--- src/rtl/gpio_in_filter_pkg24.sv ---
// Shared constants for the GPIO input conditioning stage: register map, reset values, defaults.
package gpio_in_filter_pkg24;

  localparam int unsigned NUM_PINS_DEF = 16;
  localparam int unsigned CNT_W_DEF    = 8;
  localparam int unsigned ADDR_W       = 6;
  localparam int unsigned DATA_W       = 32;
  localparam int unsigned PRE_W        = 16;

  // Word index of each register (byte offset = index * 4)
  typedef enum logic [3:0] {
    REG_FILT_EN  = 4'h0,
    REG_PRESCALE = 4'h1,
    REG_DEB_CNT  = 4'h2,
    REG_RAW      = 4'h3,
    REG_FILT     = 4'h4
  } reg_idx_e;

  localparam logic [15:0]      FILT_EN_RST  = 16'h0000;
  localparam logic [PRE_W-1:0] PRESCALE_RST = 16'h0000;
  localparam int unsigned      DEB_CNT_RST  = 4;

endpackage

--- src/rtl/gpio_filt_chan24.sv ---
// One pad channel: 2-flop synchroniser followed by a tick-timed debounce filter.
module gpio_filt_chan24 #(
  parameter int unsigned CNT_W = 8
) (
  input  logic             clk,
  input  logic             rst_n,
  input  logic             pad,
  input  logic             tick,
  input  logic             en,
  input  logic [CNT_W-1:0] deb_cnt,
  input  logic             clr,
  output logic             sync,
  output logic             filt
);

  localparam int unsigned CW1 = CNT_W + 1;

  logic             meta;
  logic [CNT_W-1:0] cnt;
  logic [CNT_W-1:0] cnt_nxt;
  logic             filt_nxt;
  logic [CW1-1:0]   cnt_inc;
  logic [CW1-1:0]   deb_eff;

  always_ff @(posedge clk or negedge rst_n) begin
    if (!rst_n) begin
      meta <= 1'b0;
      sync <= 1'b0;
      filt <= 1'b0;
      cnt  <= '0;
    end else begin
      meta <= pad;
      sync <= meta;
      filt <= filt_nxt;
      cnt  <= cnt_nxt;
    end
  end

  // A threshold of zero behaves as one; compare one bit wider so cnt+1 cannot wrap
  always_comb begin
    filt_nxt = filt;
    cnt_nxt  = cnt;
    deb_eff  = (deb_cnt == '0) ? CW1'(1) : {1'b0, deb_cnt};
    cnt_inc  = {1'b0, cnt} + CW1'(1);
    if (!en) begin
      filt_nxt = sync;
      cnt_nxt  = '0;
    end else if (clr) begin
      cnt_nxt = '0;
    end else if (tick) begin
      if (sync == filt) begin
        cnt_nxt = '0;
      end else if (cnt_inc >= deb_eff) begin
        filt_nxt = sync;
        cnt_nxt  = '0;
      end else if (cnt != '1) begin
        cnt_nxt = cnt_inc[CNT_W-1:0];
      end
    end
  end

endmodule

--- src/rtl/gpio_in_filter24.sv ---
// Pad input conditioning for the GPIO block: APB config registers, shared prescaler, per-pin channels.
module gpio_in_filter24
  import gpio_in_filter_pkg24::*;
#(
  parameter int unsigned NUM_PINS = NUM_PINS_DEF,
  parameter int unsigned CNT_W    = CNT_W_DEF
) (
  input  logic                pclk24,
  input  logic                n_p_reset24,
  input  logic                psel24,
  input  logic                penable24,
  input  logic                pwrite24,
  input  logic [ADDR_W-1:0]   paddr24,
  input  logic [DATA_W-1:0]   pwdata24,
  output logic [DATA_W-1:0]   prdata24,
  input  logic [NUM_PINS-1:0] pad_in24,
  output logic [NUM_PINS-1:0] gpio_pin_in24
);

  logic [NUM_PINS-1:0] filt_en;
  logic [PRE_W-1:0]    prescale;
  logic [PRE_W-1:0]    pre_cnt;
  logic [CNT_W-1:0]    deb_cnt;
  logic [NUM_PINS-1:0] sync_v;
  logic [NUM_PINS-1:0] filt_v;

  logic [3:0] word_c;
  logic       wr_c;
  logic       wr_filt_en_c;
  logic       wr_pre_c;
  logic       wr_deb_c;
  logic       tick_c;
  logic       unused_bits;

  assign word_c       = paddr24[5:2];
  assign wr_c         = psel24 & penable24 & pwrite24;
  assign wr_filt_en_c = wr_c && (word_c == REG_FILT_EN);
  assign wr_pre_c     = wr_c && (word_c == REG_PRESCALE);
  assign wr_deb_c     = wr_c && (word_c == REG_DEB_CNT);
  assign unused_bits  = ^{paddr24[1:0], pwdata24[31:16]};

  // Configuration registers
  always_ff @(posedge pclk24 or negedge n_p_reset24) begin
    if (!n_p_reset24) begin
      filt_en  <= NUM_PINS'(FILT_EN_RST);
      prescale <= PRESCALE_RST;
      deb_cnt  <= CNT_W'(DEB_CNT_RST);
    end else begin
      if (wr_filt_en_c) filt_en  <= pwdata24[NUM_PINS-1:0];
      if (wr_pre_c)     prescale <= pwdata24[PRE_W-1:0];
      if (wr_deb_c)     deb_cnt  <= pwdata24[CNT_W-1:0];
    end
  end

  // A PRESCALE write restarts the period and swallows the tick on that edge
  assign tick_c = (pre_cnt == prescale) && !wr_pre_c;

  always_ff @(posedge pclk24 or negedge n_p_reset24) begin
    if (!n_p_reset24) begin
      pre_cnt <= '0;
    end else if (wr_pre_c || (pre_cnt == prescale)) begin
      pre_cnt <= '0;
    end else begin
      pre_cnt <= pre_cnt + PRE_W'(1);
    end
  end

  for (genvar i = 0; i < NUM_PINS; i++) begin : g_chan
    gpio_filt_chan24 #(
      .CNT_W (CNT_W)
    ) u_chan (
      .clk     (pclk24),
      .rst_n   (n_p_reset24),
      .pad     (pad_in24[i]),
      .tick    (tick_c),
      .en      (filt_en[i]),
      .deb_cnt (deb_cnt),
      .clr     (wr_deb_c),
      .sync    (sync_v[i]),
      .filt    (filt_v[i])
    );
  end

  // Zero-wait read path
  always_comb begin
    prdata24 = '0;
    if (psel24 && !pwrite24) begin
      case (word_c)
        REG_FILT_EN:  prdata24 = DATA_W'(filt_en);
        REG_PRESCALE: prdata24 = DATA_W'(prescale);
        REG_DEB_CNT:  prdata24 = DATA_W'(deb_cnt);
        REG_RAW:      prdata24 = DATA_W'(sync_v);
        REG_FILT:     prdata24 = DATA_W'(filt_v);
        default:      prdata24 = '0;
      endcase
    end
  end

  assign gpio_pin_in24 = filt_v;

endmodule
--- config.mk ---
export PLATFORM = sky130hd
export DESIGN_NAME = gpio_in_filter24
export DESIGN_NICKNAME = d
export VERILOG_FILES = /design/src/rtl/gpio_in_filter_pkg24.sv /design/src/rtl/gpio_filt_chan24.sv /design/src/rtl/gpio_in_filter24.sv
export SDC_FILE = /design/constraint.sdc
export NUM_CORES = 1
export LEC_CHECK = 0
export CAP_MARGIN = 5
export CORE_ASPECT_RATIO = 0.7
export CORE_MARGIN = 5
export CORE_UTILIZATION = 60
export CTS_BUF_LIST = sky130_fd_sc_hd__clkbuf_16
export CTS_CLUSTER_SIZE = 28
export DETAILED_ROUTE_END_ITERATION = 10
export PLACE_DENSITY = 0.81
export SETUP_SLACK_MARGIN = 0.02
export SKIP_CTS_REPAIR_TIMING = 1
export SYNTH_ARGS = -nofsm -noshare
export SYNTH_HDL_FRONTEND = slang
export SYNTH_SLANG_ARGS = --single-unit
--- constraint.sdc ---
create_clock -name pclk24 -period 5.05 [get_ports pclk24]
set_input_delay 1.01 -clock pclk24 [delete_from_list [all_inputs] [get_ports pclk24]]
set_output_delay 1.01 -clock pclk24 [all_outputs]
set_load 0.01 [all_outputs]
==> results of run 1 <==
==> Yosys cell counts, drive strengths merged, types with 24 or more instances <==
cell type	n
xnor2	75
nor2	76
inv	40
ha	129
nand3	108
a22o	54
nand2	161
buf	51
dfrtp	231
o21ai	94
and3	50
a21o	27
clkbuf	24
mux2	42
a21oi	63
nand2b	39
xor2	50
==> cells in the final DEF, fill, tap and decap left out, types with 41 or more instances in the layout <==
cell             Yosys  final
a21oi_1             53     53
a22o_1              54     54
and3_1              50     50
clkdlybuf4s50_1      0     71
dfrtp_1            231    231
ha_1               129    129
inv_1               40     43
mux2_2              41     41
nand2_1            160    160
nand3_1            108    108
nor2_1              75     75
o21ai_0             87     87
xnor2_1             75     75
xor2_1              50     50
==> power groups by stage <==
stage               clock (mW)  combinational (mW)  sequential (mW)
floorplan                    0                1.40             2.40
global placement             0                1.78             2.54
finish                    1.71                1.92             2.54
CTS                       1.73                1.90             2.52
detailed placement           0                1.88             2.55
global route              1.80                2.12             2.58
==> sequential cells by signal, indices dropped and copies added, names as in the netlist <==
signal / flops
pre_cnt: 16
g_chan.u_chan.sync: 16
g_chan.u_chan.meta: 16
g_chan.u_chan.cnt: 128
deb_cnt: 8
filt_en: 16
prescale: 16
g_chan.u_chan.filt: 16
==> per-stage QoR <==
| step | hold WS [ns] | cell area [um^2] | setup slack (ns) |
|---|---|---|---|
| final | 0.347 | 16900 | 0.586 |
| after global routing | 0.358 | 16900 | 0.524 |
| after detailed placement | 0.335 | 16200 | 0.630 |
| after floorplan | 0.331 | 15300 | 1.54 |
| after CTS | 0.348 | 16900 | 0.620 |
| after global placement | 0.333 | 16200 | 0.679 |
==> per-layer routing <==
layer  part of all wire [%]  track usage, %
met3                    8.9            4.84
met5                      0               0
met1                     44            40.6
met2                     44            44.9
met4                    3.4            9.01
==> kinds of logic (layout without fill, tap and decap cells) <==
| family | Yosys count | count (layout) | share of synthesized area [%] |
|---|---|---|---|
| buffers and inverters | 115 | 179 | 3.85 |
| other | 1 | 16 | 0.0247 |
| AND/OR/NAND/NOR | 539 | 539 | 18.1 |
| multiplexers | 42 | 42 | 3.11 |
| flip-flops | 232 | 232 | 38.2 |
| adder cells (fa/ha/maj) | 142 | 142 | 11.5 |
| XOR/XNOR | 126 | 126 | 7.36 |
| AO/OA/AOI/OAI | 379 | 379 | 17.9 |
==> cell type report <==
class	instances	area (um^2)	share of cell area, %
Sequential cell	232	5810	34.4
Multi-Input combinational cell	1244	8890	52.6
Timing Repair Buffer	96	918	5.44
Clock inverter	18	104	0.615
Clock buffer	25	626	3.70
Tap cell	325	407	2.41
Inverter	40	150	0.889
==> worst max path at each step <==
stage | slack [ns] | cells past startpoint | to | startpoint
floorplan | 1.54 | 5 | prdata24[6] | paddr24[5]
detailed placement | 0.63 | 5 | prdata24[5] | paddr24[5]
CTS | 0.62 | 5 | prdata24[13] | paddr24[5]
global placement | 0.68 | 5 | prdata24[10] | paddr24[5]
global route | 0.52 | 5 | prdata24[1] | paddr24[5]
finish | 0.59 | 5 | prdata24[5] | paddr24[5]
==> flow_summary.toml, run 1 <==
[outcome]
status = "complete, no violations"

[timing]
fin_crit_ns = 4.46
clock_skew_ns = 0.0134
worst_slew_pin_slew_ns = 0.992
fin_crit_sh_pct = 88.4
setup_tns_ns = 0
finalHoldViolCount = 0
rsz0062_at_grt = "no"
finalSetupViolCount = 0
max_slew_margin_pct = 33.9
slew_violations = 0
max_freq_ghz = 0.224

[floorplan]
row_count = 48
pin_count = 107
die-area_um2 = 28700
coreArea_um2 = 24800
start_util_pct = 61.3
die_y_um = 143
chipWidth_um = 200

[synth]
synth_edf_count = 0
syn-cell-area_um2 = 15200
synth_cell_types = 81
synth_area_per_cell_um2 = 9.65
ys_async_sr_fraction_pct = 100
syn_inst = 1576
synth_warnings = 0
ys_ff_latch = 232
synth_top_area_cell = "dfrtp_1"
synth.area.top_cells = "dfrtp_1 (38%), ha_1 (11%), xnor2_1 (4.3%), nand2_1 (4.0%), nand3_1 (3.6%)"
yosysTopAreaCellShare_pct = 38.0
synthFlopType = "dfrtp_1"
ys_seq_area_share_pct = 38.2

[layout]
area_delta_synth_final_pct = 11.1
drive_above_1_share_pct = 8.64
instances_no_fill = 1980
fillCellCount = 1900
antenna_cells = 0
layout.nets = 1827
fin_util_pct = 68.1

[worst_setup_path]
crit_type = "in -> out"
reg2reg_to = "g_chan[9].u_chan.cnt[0]"
crit_required_ns = 4.04
reg2reg_slack_ns = 1.54
reg2reg_depth = 11
start_kind = "input pin"
cp_max_fo = 16
crit_top_cell = "clkdlybuf4s50_1"
path_buf_inv = 2
crit_family = "buffers and inverters"
slowest_delay_ns = 0.78
end_kind = "output pin"
crit_path_cell_trace = "clkdlybuf4s50_1, nor2_1, o21ai_2, a21oi_1, clkdlybuf4s50_1"
cp_data_arrival_time_ns = 3.45
cp_slowest_cell = "o21ai_2"
worstReg2RegStart = "g_chan[9].u_chan.cnt[0]"

[global_routing]
antenna_found_initial = 0
grt_pass1_wl_um = 66000
first_global_vias = 12400
globalRouteTotalUtil_pct = 28.4
grt_max_degree = 102
grt_overflow = 0

[drt]
avgViaCountPerCell = 6.52
drt-pass1-iter-count = 6
wirelength_um = 41400
first_iter_violations = 1096
routedWlPerCell_um = 20.9
drc = 0
ant_nets = 0
vias = 12900

[place]
dp_hpwl_um = 28800
place.port_buffers = 72
gp_congestion = 0.916
dp.cells = 1937

[pwr]
internal-power_mw = 3.92
combPwrFrac_pct = 31.1
power_density_nw_per_um2 = 365
power_frac_clock_pct = 27.7
p_seq_share_pct = 41.2
p_sw_share_pct = 36.4
p_leak_nw = 8.06
power_mw = 6.17
ir_worst_vdd_mv = 0.271
net-switching-power_mw = 2.25

[clock_tree]
clock-sinks = 232
cts_tree = "done"
clk_path_buf_depth = 3
cts_root_buf = "clkbuf_16"
worstSkewPairLatency_ns = 0.54
cts_inserted_buffers = 25
cts_max_level = 1
cts.clk_slew.worst_paths_ns = 0.06

[worst_hold_path]
holdPathEnd = "g_chan[13].u_chan.sync"
hp-class = "reg -> reg"
whs_path_depth = 0
hold_path.startpoint = "g_chan[13].u_chan.meta"

[flow_run]
cap_violations = 0
Power figures use the tool's default switching activity.
==> run 2: changes to the inputs <==
- CORE_UTILIZATION: 60 -> 38
- PLACE_DENSITY: 0.81 -> 0.56
==> flow_summary.toml, run 2 (same netlist as run 1, synthesis figures left out) <==
[outcome]
status = "complete, no violations"

[drt]
first_iter_violations = 1121
drc = 0
ant_nets = 0
drt-pass1-iter-count = 5
wirelength_um = 43800
routedWlPerCell_um = 19.9
avgViaCountPerCell = 5.62
vias = 12300

[floorplan]
row_count = 61
die_y_um = 177
coreArea_um2 = 39600
start_util_pct = 38.4
die-area_um2 = 44200
chipWidth_um = 249
pin_count = 107

[layout]
mostFrequentLayoutCell = "dfrtp_1"
mostFrequentLayoutCells = "dfrtp_1 (231), nand2_1 (160), ha_1 (129), nand3_1 (108), o21ai_0 (87)"
drive_above_1_share_pct = 9.26
largest_reg_flops = 128
antenna_cells = 0
top_register = "g_chan.u_chan.cnt"
final_area_um2 = 17300
instances_no_fill = 2198
layout.nets = 1831
area_delta_synth_final_pct = 14.0

[global_routing]
antenna_found_initial = 0
first_global_vias = 11900
globalRouteTotalUtil_pct = 19.4
grt_pass1_wl_um = 68800
grt_overflow = 0
grt_max_degree = 100

[timing]
finalSetupViolCount = 0
setup_tns_ns = 0
worst_slew_pin_slew_ns = 1.04
max_slew_margin_pct = 30.5
clock_skew_ns = 0.0200
max_freq_ghz = 0.220
fin_crit_ns = 4.55
fin_crit_sh_pct = 90.1
finalHoldViolCount = 0
rsz0062_at_grt = "no"
slew_violations = 0

[flow_run]
cap_violations = 0

[worst_setup_path]
path_buf_inv = 2
cp_data_arrival_time_ns = 3.54
crit_top_cell = "clkdlybuf4s50_1"
reg2reg_depth = 10
crit_required_ns = 4.04
crit_family = "buffers and inverters"
path_depth = 5
start_kind = "input pin"
crit_path_cell_trace = "clkdlybuf4s50_1, nor2_1, o21ai_2, a21oi_1, clkdlybuf4s50_1"
cp_max_fo = 16
crit_type = "in -> out"
slowest_delay_ns = 0.82
end_kind = "output pin"
cp_slowest_cell = "o21ai_2"

[place]
gp_congestion = 0.868
place.port_buffers = 72
dp_hpwl_um = 30700
placed_area_um2 = 16500
dp.cells = 2150

[pwr]
ir_worst_vdd_mv = 0.286
power_mw = 6.39
p_leak_nw = 8.14
power_density_nw_per_um2 = 369

[clock_tree]
cts_inserted_buffers = 26
cts.clk_slew.worst_paths_ns = 0.06
cts_max_level = 1
clock-sinks = 232
worstSkewPairLatency_ns = 0.56
clk_path_buf_depth = 3
cts_tree = "done"
cts_root_buf = "clkbuf_16"

[worst_hold_path]
hp-class = "reg -> reg"
whs_path_depth = 0
run 2: cell count changes in the layout (fill, tap and decap cells not counted), sizes merged:
cell      before  now
inv           43   42
bufinv         1    3
clkinvlp       0    3
clkbuf        25   27
buf           25   28
clkinv        14   13
run 2: stage by stage:
| stage | hold WS [ns] | setup WS (ns) | util, % |
|---|---|---|---|
| 3_3_place_gp | 0.333 | 0.516 | 41.6 |
| 2_1_floorplan | 0.331 | 1.54 | - |
| 5_1_grt | 0.359 | 0.403 | 43.8 |
| 3_5_place_dp | 0.336 | 0.490 | 41.6 |
| 6_report | 0.349 | 0.502 | 43.8 |
| 4_1_cts | 0.351 | 0.493 | 43.8 |
run 2: layout make-up:
class	instances	area (um^2)
fill	3773	22300
multi-input combinational	1244	8890
sequential	232	5810
timing repair buffer	99	966
clock buffer	27	676
tap	535	669
clock inverter	21	184
inverter	40	150
run 2: final timing paths:
check	startpoint	to	slack [ns]
setup / recovery	paddr24[5]	prdata24[0]	0.50
hold / removal	g_chan[15].u_chan.meta	g_chan[15].u_chan.sync	0.35
setup reg to reg	deb_cnt[7]	g_chan[8].u_chan.cnt[2]	1.24
hold reg to reg	g_chan[15].u_chan.meta	g_chan[15].u_chan.sync	0.35
max in group asynchronous	n_p_reset24	g_chan[12].u_chan.cnt[2]	3.59
min in group asynchronous	n_p_reset24	g_chan[15].u_chan.cnt[2]	0.46
run 2: worst reg2reg max path: stages (launching register included):
cell	delay [ns]
dfrtp_1	0.42
nor4_1	0.43
a41o_1	0.76
buf_4	0.35
ha_1	0.14
nand2b_1	0.09
a21oi_1	0.07
maj3_1	0.37
o2111ai_1	0.52
a21oi_2	0.18
a221o_1	0.36
run 2: routing by layer:
layer  GRT usage (%)  part of all wire, %  up-vias
li1                -                    -     5885
met1            29.2                   50     6071
met2            29.5                   43      310
met3            2.74                  4.5       77
met4            4.80                  2.8        0
met5               0                    0        -
run 2: power by group:
part	internal, mW	switching (mW)	total [mW]
clock network	1.12	0.831	1.95
registers	2.13	0.408	2.54
logic	0.853	1.05	1.91
